`config.mk`:
```
export PLATFORM = sky130hd
export DESIGN_NAME = ifetch_ctrl
export DESIGN_NICKNAME = d
export VERILOG_FILES = /design/src/rtl/ifetch_ctrl.sv
export SDC_FILE = /design/constraint.sdc
export NUM_CORES = 1
export LEC_CHECK = 0
export BUFFER_PORTS_ARGS = -buffer_cell sky130_fd_sc_hd__buf_4
export CORE_ASPECT_RATIO = 1.2
export CORE_UTILIZATION = 46
export CTS_CLUSTER_DIAMETER = 30
export CTS_CLUSTER_SIZE = 20
export DETAILED_ROUTE_END_ITERATION = 10
export PLACE_DENSITY = 0.83
export SETUP_SLACK_MARGIN = 0.05
export SLEW_MARGIN = 0
export SYNTH_ARGS = -nofsm -noshare
export SYNTH_HDL_FRONTEND = slang
export SYNTH_SLANG_ARGS = --single-unit
```
`constraint.sdc`:
```
create_clock -name Clk -period 1.8 [get_ports Clk]
set_input_delay 0.18 -clock Clk [delete_from_list [all_inputs] [get_ports Clk]]
set_output_delay 0.18 -clock Clk [all_outputs]
set_load 0.02 [all_outputs]
```
`src/rtl/ifetch_ctrl.sv`:
```
// Instruction-fetch sequencer: walks ProgCtr through program memory from PROG_START,
// applying stalls, absolute/relative branches and halt, and counts advancing cycles.
module ifetch_ctrl #(
  parameter logic [10:0] PROG_START = 11'd0,
  parameter logic [10:0] LAST_ADDR  = 11'd2047
) (
  input  logic        Clk,
  input  logic        Reset,
  input  logic        Start,
  input  logic        Halt,
  input  logic        Stall,
  input  logic        BranchAbs,
  input  logic        BranchRel,
  input  logic [10:0] Target,
  input  logic [7:0]  Offset,
  output logic [10:0] ProgCtr,
  output logic        Running,
  output logic        Ack,
  output logic [15:0] InstCount
);

  typedef enum logic [1:0] {
    IDLE = 2'd0,
    RUN  = 2'd1,
    DONE = 2'd2
  } state_e;

  state_e      state_q, state_d;
  logic [10:0] pc_q, pc_d;
  logic [15:0] cnt_q, cnt_d;
  logic [10:0] rel_target;

  assign rel_target = pc_q + {{3{Offset[7]}}, Offset};

  always_comb begin
    // NOTE: every signal gets a default first so no path can leave it unassigned (no latch).
    state_d = state_q;
    pc_d    = pc_q;
    cnt_d   = cnt_q;
    case (state_q)
      IDLE, DONE: begin
        if (Start) begin
          state_d = RUN;
          pc_d    = PROG_START;
          cnt_d   = 16'd0;
        end
      end
      RUN: begin
        if (Halt) begin
          state_d = DONE;
        end else if (!Stall) begin
          // Any non-halted, non-stalled cycle advances, including the one that runs off the end.
          cnt_d = (cnt_q == 16'hFFFF) ? cnt_q : cnt_q + 16'd1;
          if (BranchAbs) begin
            pc_d = Target;
          end else if (BranchRel) begin
            pc_d = rel_target;
          end else if (pc_q == LAST_ADDR) begin
            state_d = DONE;
          end else begin
            pc_d = pc_q + 11'd1;
          end
        end
      end
      default: begin
        state_d = IDLE;
        pc_d    = PROG_START;
        cnt_d   = 16'd0;
      end
    endcase
  end

  always_ff @(posedge Clk) begin
    // NOTE: non-blocking assignments so every flop samples pre-edge values.
    if (Reset) begin
      state_q <= IDLE;
      pc_q    <= PROG_START;
      cnt_q   <= 16'd0;
    end else begin
      state_q <= state_d;
      pc_q    <= pc_d;
      cnt_q   <= cnt_d;
    end
  end

  assign ProgCtr   = pc_q;
  assign InstCount = cnt_q;
  assign Running   = (state_q == RUN);
  assign Ack       = (state_q == DONE);

endmodule

```
== After elaboration in Yosys (flattened, before gate mapping) ==
Cells that the tools add are included.

* Register bits: 29
* Bits of input ports: 26
* Output and inout bits: 29
* Word-level logic and storage cells: 43

* Add/subtract/negate cells: 3
* Equality and inequality tests: 13
* Mux-type cells: 19
* Reductions and logical operators: 5

{| class="wikitable"
|+ Operators with widths
! cell !! count
|-
| two-way mux 11 bit || 6
|-
| two-way mux 16 bit || 4
|-
| one-hot mux 16 bit (2 select lines) || 1
|-
| one-hot mux 11 bit (2 select lines) || 1
|-
| adder 16 x 1 -> 16 bit (second input constant) || 1
|-
| equality test 16 bit (second input constant) || 1
|-
| two-way mux 2 bit || 6
|-
| adder 11 x 1 -> 11 bit (second input constant) || 1
|-
| adder 11 bit || 1
|-
| equality test 11 bit (second input constant) || 1
|-
| != test 3 bit (second input constant) || 3
|-
| != test 2 bit (second input constant) || 4
|-
| AND reduction 4 bit || 2
|-
| AND reduction 5 bit || 1
|-
| != test 4 bit (second input constant) || 1
|-
| one-hot mux 2 bit (2 select lines) || 1
|-
| != test 3 x 2 -> 1 bit (second input constant) || 1
|-
| equality test 2 x 1 -> 1 bit (second input constant) || 1
|-
| equality test 2 bit (second input constant) || 1
|-
| logical NOT 2 bit || 1
|-
| OR reduction 2 bit || 1
|}

== Longest topological paths before layout ==
Gate-level depths: netlist (run 1).

* Word-level depth: 7
* Mapped depth: 10

== Worst setup path after synthesis (run 1) ==
Ideal clock, no wire load.

* Path type: register to register
* Start: reg pc_q[0], in the netlist ProgCtr[0]
* End: reg pc_q[10], in the netlist ProgCtr[10]
* Library setup time: 0.079 ns
* Data arrival time: 2.067 ns
* Data required time: 1.721 ns
* Setup slack: -0.346 ns
* Stages on the path, launching flop included: 10
* Buffers on the path: 0
* Clock period less this slack: 2.146 ns
* Cell sequence: dfxtp_1 ha_1 inv_1 fa_1 nor2b_1 o31a_1 o2111ai_1 a21o_1 a211o_1 o211ai_1

* Cells in the longest elaborated chain, start to end: 7
* Elaborated cells between the ends (all ways): 11
* Classes of those cells: add/sub: 2; eq/ne: 2; mux: 6; reduce/logical: 1

{| class="wikitable"
|+ RTL lines
! item !! line !! source
|-
| from (decl) || 29 || <nowiki>logic [10:0] pc_q, pc_d;</nowiki>
|-
| from (signal assigned) || 81 || <nowiki>pc_q <= pc_d;</nowiki>
|-
| adder 11 x 1 -> 11 bit || 61 || <nowiki>pc_d = pc_q + 11'd1;</nowiki>
|-
| two-way mux 11 bit || 58 || <nowiki>end else if (pc_q == LAST_ADDR) begin</nowiki>
|-
| two-way mux 11 bit || 56 || <nowiki>end else if (BranchRel) begin</nowiki>
|-
| two-way mux 11 bit || 54 || <nowiki>if (BranchAbs) begin</nowiki>
|-
| two-way mux 11 bit || 51 || <nowiki>end else if (!Stall) begin</nowiki>
|-
| two-way mux 11 bit || 49 || <nowiki>if (Halt) begin</nowiki>
|-
| one-hot mux 11 bit (2 select lines) || 40 || <nowiki>case (state_q)</nowiki>
|}

Several ways; a longest one is shown, not always the timed one. The select of a mux whose other input is x is not followed.
A chain may end at the register's enable or synchronous reset.

== Worst setup path in the final report (run 1) ==
Same ends and word-level chain as after synthesis.

==> results of run 1 <==
## how the worst max path moves through the flow
stage,start,endpoint
final,ProgCtr[0],ProgCtr[10]
after global routing,ProgCtr[0],ProgCtr[10]
after CTS,ProgCtr[0],ProgCtr[10]
after detailed placement,BranchRel,ProgCtr[10]
after global placement,BranchRel,ProgCtr[10]
after floorplan,ProgCtr[0],ProgCtr[10]
## cells by family (layout without fill, tap and decap cells)
logic type	after synthesis	after routing	share of synthesized area [%]
AND/OR/NAND/NOR	91	91	25.8
AO/OA/AOI/OAI	61	61	21.7
flip-flops	29	29	31.2
XOR/XNOR	17	17	8.01
buffers and inverters	15	107	3.70
adder cells (fa/ha/maj)	12	12	8.48
multiplexers	2	2	1.08
## through the flow
| stage | area, sq um | instances |
|---|---|---|
| finish | 2810 | 371 |
| detailed placement | 2570 | 359 |
| global route | 2810 | 371 |
| CTS | 2730 | 368 |
| floorplan | 1890 | 227 |
| global placement | 2570 | 359 |
## area by class of cell
| class | count | area share (%) |
|---|---|---|
| Tap cell | 52 | 2.32 |
| Sequential cell | 29 | 21.2 |
| Clock buffer | 7 | 3.43 |
| Clock inverter | 1 | 0.178 |
| Multi-Input combinational cell | 183 | 47.3 |
| Inverter | 8 | 1.07 |
| Timing Repair Buffer | 91 | 24.5 |
## sequential cells by signal, indices dropped and copies added (netlist names)
name	count
ProgCtr	11
state_q	2
InstCount	16
## where the power goes
group          internal [mW]  switching, mW
logic                  0.156          0.155
registers              0.652         0.0137
clock network          0.345          0.264
## cell usage in the layout (no fill, tap or decap), types with 6 or more instances in the layout
cell	count
o21ai_0	6
ha_1	7
a21oi_1	15
nor2_1	24
clkbuf_8	7
nand3_1	9
nand2_1	13
xor2_1	10
dfxtp_2	6
a22oi_1	7
and2_1	7
xnor2_1	7
inv_1	7
buf_4	90
dfxtp_1	21
## routing by layer
layer	vias to the layer above	wire, microns
met1	978	2200
met5	-	0
met4	0	231
met3	23	302
met2	85	2750
li1	1003	-
## worst max-delay path, cell delays in order (launching register included)
cell	delay [ns]
dfxtp_4	0.36
ha_4	0.12
inv_2	0.03
fa_2	0.34
nor2b_2	0.14
o31a_1	0.19
o2111ai_2	0.13
a21o_1	0.23
a211o_1	0.27
o211ai_1	0.09
## repair_timing
| action | in CTS | in global routing |
|---|---|---|
| setup buffers | 2 | 3 |
| gates resized for setup | 9 | 19 |
| endpoints found under the setup margin | 5 | 21 |
| pin swaps | 12 | 17 |
==> metrics, run 1 <==
first-pass GRT wire length ~8600 microns; Layout area overhead 51.1%; Antenna Nets Post-Route 0; CTS Hold Buffers Added 0; post-synth top area cell dfxtp_1; area taken by multi-input logic gates 1330 sq um; I/O pins 55; asr flop ratio synth 0%; R2R Setup Slk -0.19 ns; distinct cell type count after synthesis 52; Syn. warnings 0; setup_tns -0.545 ns; Initial Utilization between 40% and 50%; Nets 356; M3 GR Usage under 10%; total gr overflow 0; post-layout util 74.8%; register area share after synthesis 31.2%; fmax 0.502 GHz; DP HPWL 3780 microns; crit end category flop; drt initial violations between 70 and 80; Seq cells post-synth 29; WHS 0.120 ns; clk root buf clkbuf_8; ys flop type dfxtp_1; setup violators final 4; core area 3750 sq um; min Tclk post-route 1.99 ns; final slew viol count 0; Worst Skew 0.00531 ns; Final GP Congestion ~0.96; clk buf depth 2; Final Hold Viols 0; Chip Width between 60 and 70 microns; vias after detailed routing 2089; GRT met2 Usage 45.1%; peak supply drop 0.413 mV; final worst-path cycle share 111%; clock tree from TritonCTS done; IO Port Bufs between 50 and 60; CP Launch Type flop; Post-synth EDFFs 0; most frequent cells after synthesis dfxtp_1 (29), nor2_1 (26), a21oi_1 (16); hold path endpoint ProgCtr[8]; Reg2Reg Depth 9; Ant. Diodes 0; Clk Latency, worst-skew pair 0.28 ns; most common cell in the netlist dfxtp_1; Slew HR 66.6%; antenna violations before repair 0; vias in the first global route about 2000; wire per inst 14.8 microns; post-route setup slack -0.193 ns; Mapped Area 1860 sq um; Req. time, crit path 2.01 ns; Die H between 70 and 80 microns; total track usage 26.0%; Slew @ Worst Pin 0.499 ns; CTS sink cnt 29; status complete, but fails checks; RSZ-0062 raised after global routing yes; Mapped Avg Cell Area 8.19 sq um; drt first pass iters 4; Gate Count Post-Synth 227; layout cells sized above 1 41.4%; gr busiest metal met2; failing checks negative setup slack; # DRC 0; Reg area 596 sq um; Worst EP arrival ~2.2 ns; ranking of synthesized cells by area dfxtp_1 (31%), ha_1 (7.4%), nor2_1 (5.2%); final wirelength 5480 microns; post-place setup slack -0.290 ns; htree depth 2; pin count of the biggest net entering global routing 17; Tot Pwr about 1.6 mW; max cap viols 0; Hold Path Depth 3; Reg2Reg Capture Point ProgCtr[10]; Power Dens Cells ~560 nW/um^2; worst-path maximum fanout 2; RR Startpoint ProgCtr[0]; Static Leak 1.23 nW; critical hold path startpoint Target[8]; critical path class reg2reg; Total Die Area 4300 sq um; number of buffers created by CTS 5; layout filler cell count 285; met1 Resource Use GR 28.8%; Worst-path clk slew ~0.070 ns; Mapped Nets approximately 270; class of the worst hold path in2reg; DR vias/cell 5.63; top-area cell type share of the netlist area 31.2%; row cnt 24
Power figures use the tool's default switching activity.
==> run 2: changes to the inputs <==
--- a/config.mk
+++ b/config.mk
@@ -6,12 +6,15 @@
 export NUM_CORES = 1
 export LEC_CHECK = 0
 export BUFFER_PORTS_ARGS = -buffer_cell sky130_fd_sc_hd__buf_4
+export CAP_MARGIN = 20
 export CORE_ASPECT_RATIO = 1.2
 export CORE_UTILIZATION = 46
 export CTS_CLUSTER_DIAMETER = 30
 export CTS_CLUSTER_SIZE = 20
 export DETAILED_ROUTE_END_ITERATION = 10
+export HOLD_SLACK_MARGIN = 0.05
 export PLACE_DENSITY = 0.83
+export RECOVER_POWER = 50
 export SETUP_SLACK_MARGIN = 0.05
 export SLEW_MARGIN = 0
 export SYNTH_ARGS = -nofsm -noshare
==> metrics, run 2 (synthesis gave the netlist of run 1 again) <==
commonest non-fill, non-tap cells in the layout buf_4 (86), nor2_1 (24), dfxtp_1 (23), a21oi_1 (15), nand2_1 (13); Layout area overhead 50.1%; Final GP Congestion 0.959 (unchanged); status complete, but fails checks; Worst Skew 0.00407 ns (-0.00124 ns); class of the worst hold path in2reg; setup violators final 4 (unchanged); final wirelength 5510 microns (+0.53%); antenna violations before repair 0 (unchanged); Req. time, crit path 2.01 ns (about the same); layout filler cell count 290 (+1.8%); number of buffers created by CTS 5 (unchanged); Power Dens Cells 568 nW/um^2 (+0.68%); core area 3750 sq um (unchanged); critical path buffer and inverter count 1 (unchanged); max cap viols 0 (unchanged); Tot Pwr 1.59 mW (about the same); post-route setup slack -0.196 ns (-0.00243 ns); Worst-path clk slew 0.07 ns (about the same); CP Launch Type flop; RSZ-0062 raised after global routing yes; Slew @ Worst Pin 0.516 ns (+0.0165 ns); worst-path maximum fanout 2 (unchanged); critical hold path startpoint Target[8]; Total Die Area 4300 sq um (unchanged); pin count of the biggest net entering global routing 17 (unchanged); vias in the first global route 1955 (unchanged); total track usage 26.0% (unchanged); peak supply drop 0.415 mV (+0.45%); CTS Hold Buffers Added 0 (unchanged); CP top delay family compound AO/OA/AOI/OAI gates; row cnt 24 (unchanged); clk buf depth 2 (unchanged); post-layout util 74.4% (-0.47 points); RR Startpoint ProgCtr[0]; critical path class reg2reg; Clk Latency, worst-skew pair 0.28 ns (about the same); CTS sink cnt 29 (unchanged); Antenna Nets Post-Route 0 (unchanged); CP Cell Sequence ha_4 -> inv_2 -> fa_2 -> nor2b_2 -> o31a_1 -> o2111ai_2 -> a21o_1 -> a211o_1 -> o211ai_1; number of flip-flops in the largest register 16 (unchanged); min Tclk post-route 2.00 ns (+0.00243 ns); fmax 0.501 GHz (-0.12%); vias after detailed routing 2089 (unchanged); DP HPWL 3780 microns (unchanged); Worst EP arrival 2.20 ns (about the same); failing checks negative setup slack; Static Leak 1.22 nW (-1.5%); # DRC 0 (unchanged); Nets 356 (unchanged); Die H 71.6 microns (unchanged); IO Port Bufs 54 (unchanged); crit end category flop; WHS 0.120 ns (+0.0000600 ns); total gr overflow 0 (unchanged); final slew viol count 0 (unchanged); placed cell count 359 (unchanged); wire per inst 14.9 microns (+0.53%); first-pass GRT wire length 8580 microns (unchanged); Worst Setup SP ProgCtr[0]; Slew HR 65.5% (-1.1 points); drt first pass iters 4 (unchanged); final worst-path cycle share 111% (+0.13 points); drt initial violations 73 (-2.7%); htree depth 2 (unchanged); I/O pins 55 (unchanged); CP max stage delay 0.36 ns (about the same); most common cell after layout, fill and taps aside buf_4; clock tree from TritonCTS done; layout cells sized above 1 39.5% (-1.9 points); DR vias/cell 5.63 (unchanged); CP max-delay cell dfxtp_4; Final Hold Viols 0 (unchanged); Ant. Diodes 0 (unchanged); Chip Width 60.0 microns (unchanged); Initial Utilization 49.5% (unchanged); Finished Layout Cells 371 (unchanged); clk root buf clkbuf_8
run 2: metal layers:
metal	track usage (%)	share of wire [%]	vias to the layer above
li1	-	-	1002
met3	5.60	5.4	21
met5	0	0	-
met2	45.1	51	82
met4	14.0	4.0	0
met1	28.8	40	984
run 2: layout make-up:
| type | instances | area (sq um) | share of cell area, % |
|---|---|---|---|
| Clock buffer | 7 | 96.3 | 3.45 |
| Sequential cell | 29 | 593 | 21.2 |
| Clock inverter | 1 | 5.00 | 0.179 |
| Tap cell | 52 | 65.1 | 2.33 |
| Timing Repair Buffer | 91 | 672 | 24.1 |
| Multi-Input combinational cell | 183 | 1330 | 47.6 |
| Inverter | 8 | 30.0 | 1.08 |
run 2: metrics by stage:
step / TNS (ns) / setup slack (ns) / area (sq um)
2_1_floorplan: -0.149 / -0.138 / 1890
3_3_place_gp: -0.669 / -0.230 / 2570
3_5_place_dp: -1.00 / -0.290 / 2570
4_1_cts: -0.379 / -0.150 / 2730
5_1_grt: -1.04 / -0.279 / 2790
6_report: -0.550 / -0.196 / 2790
run 2: power by group:
part | total (mW) | internal (mW) | switching [mW]
Sequential | 0.666 | 0.652 | 0.0138
Combinational | 0.310 | 0.156 | 0.155
Clock | 0.610 | 0.345 | 0.265
Total | 1.59 | 1.15 | 0.434
run 2: tightest hold or removal path, stage by stage:
cell	delay, ns
buf_4	0.08
a22oi_1	0.05
o21ai_1	0.06
run 2: timing repair:
item	4_1_cts	5_1_grt
setup buffers	2	3
setup endpoints to repair	5	21
pin swaps	12	17
gates resized for setup	9	19
run 2: worst paths after layout:
path / cells after the start / slack (ns) / end
setup / recovery: 9 / -0.20 / ProgCtr[10]
hold / removal: 3 / 0.12 / ProgCtr[8]
setup reg to reg: 9 / -0.20 / ProgCtr[10]
hold reg to reg: 2 / 0.50 / InstCount[12]
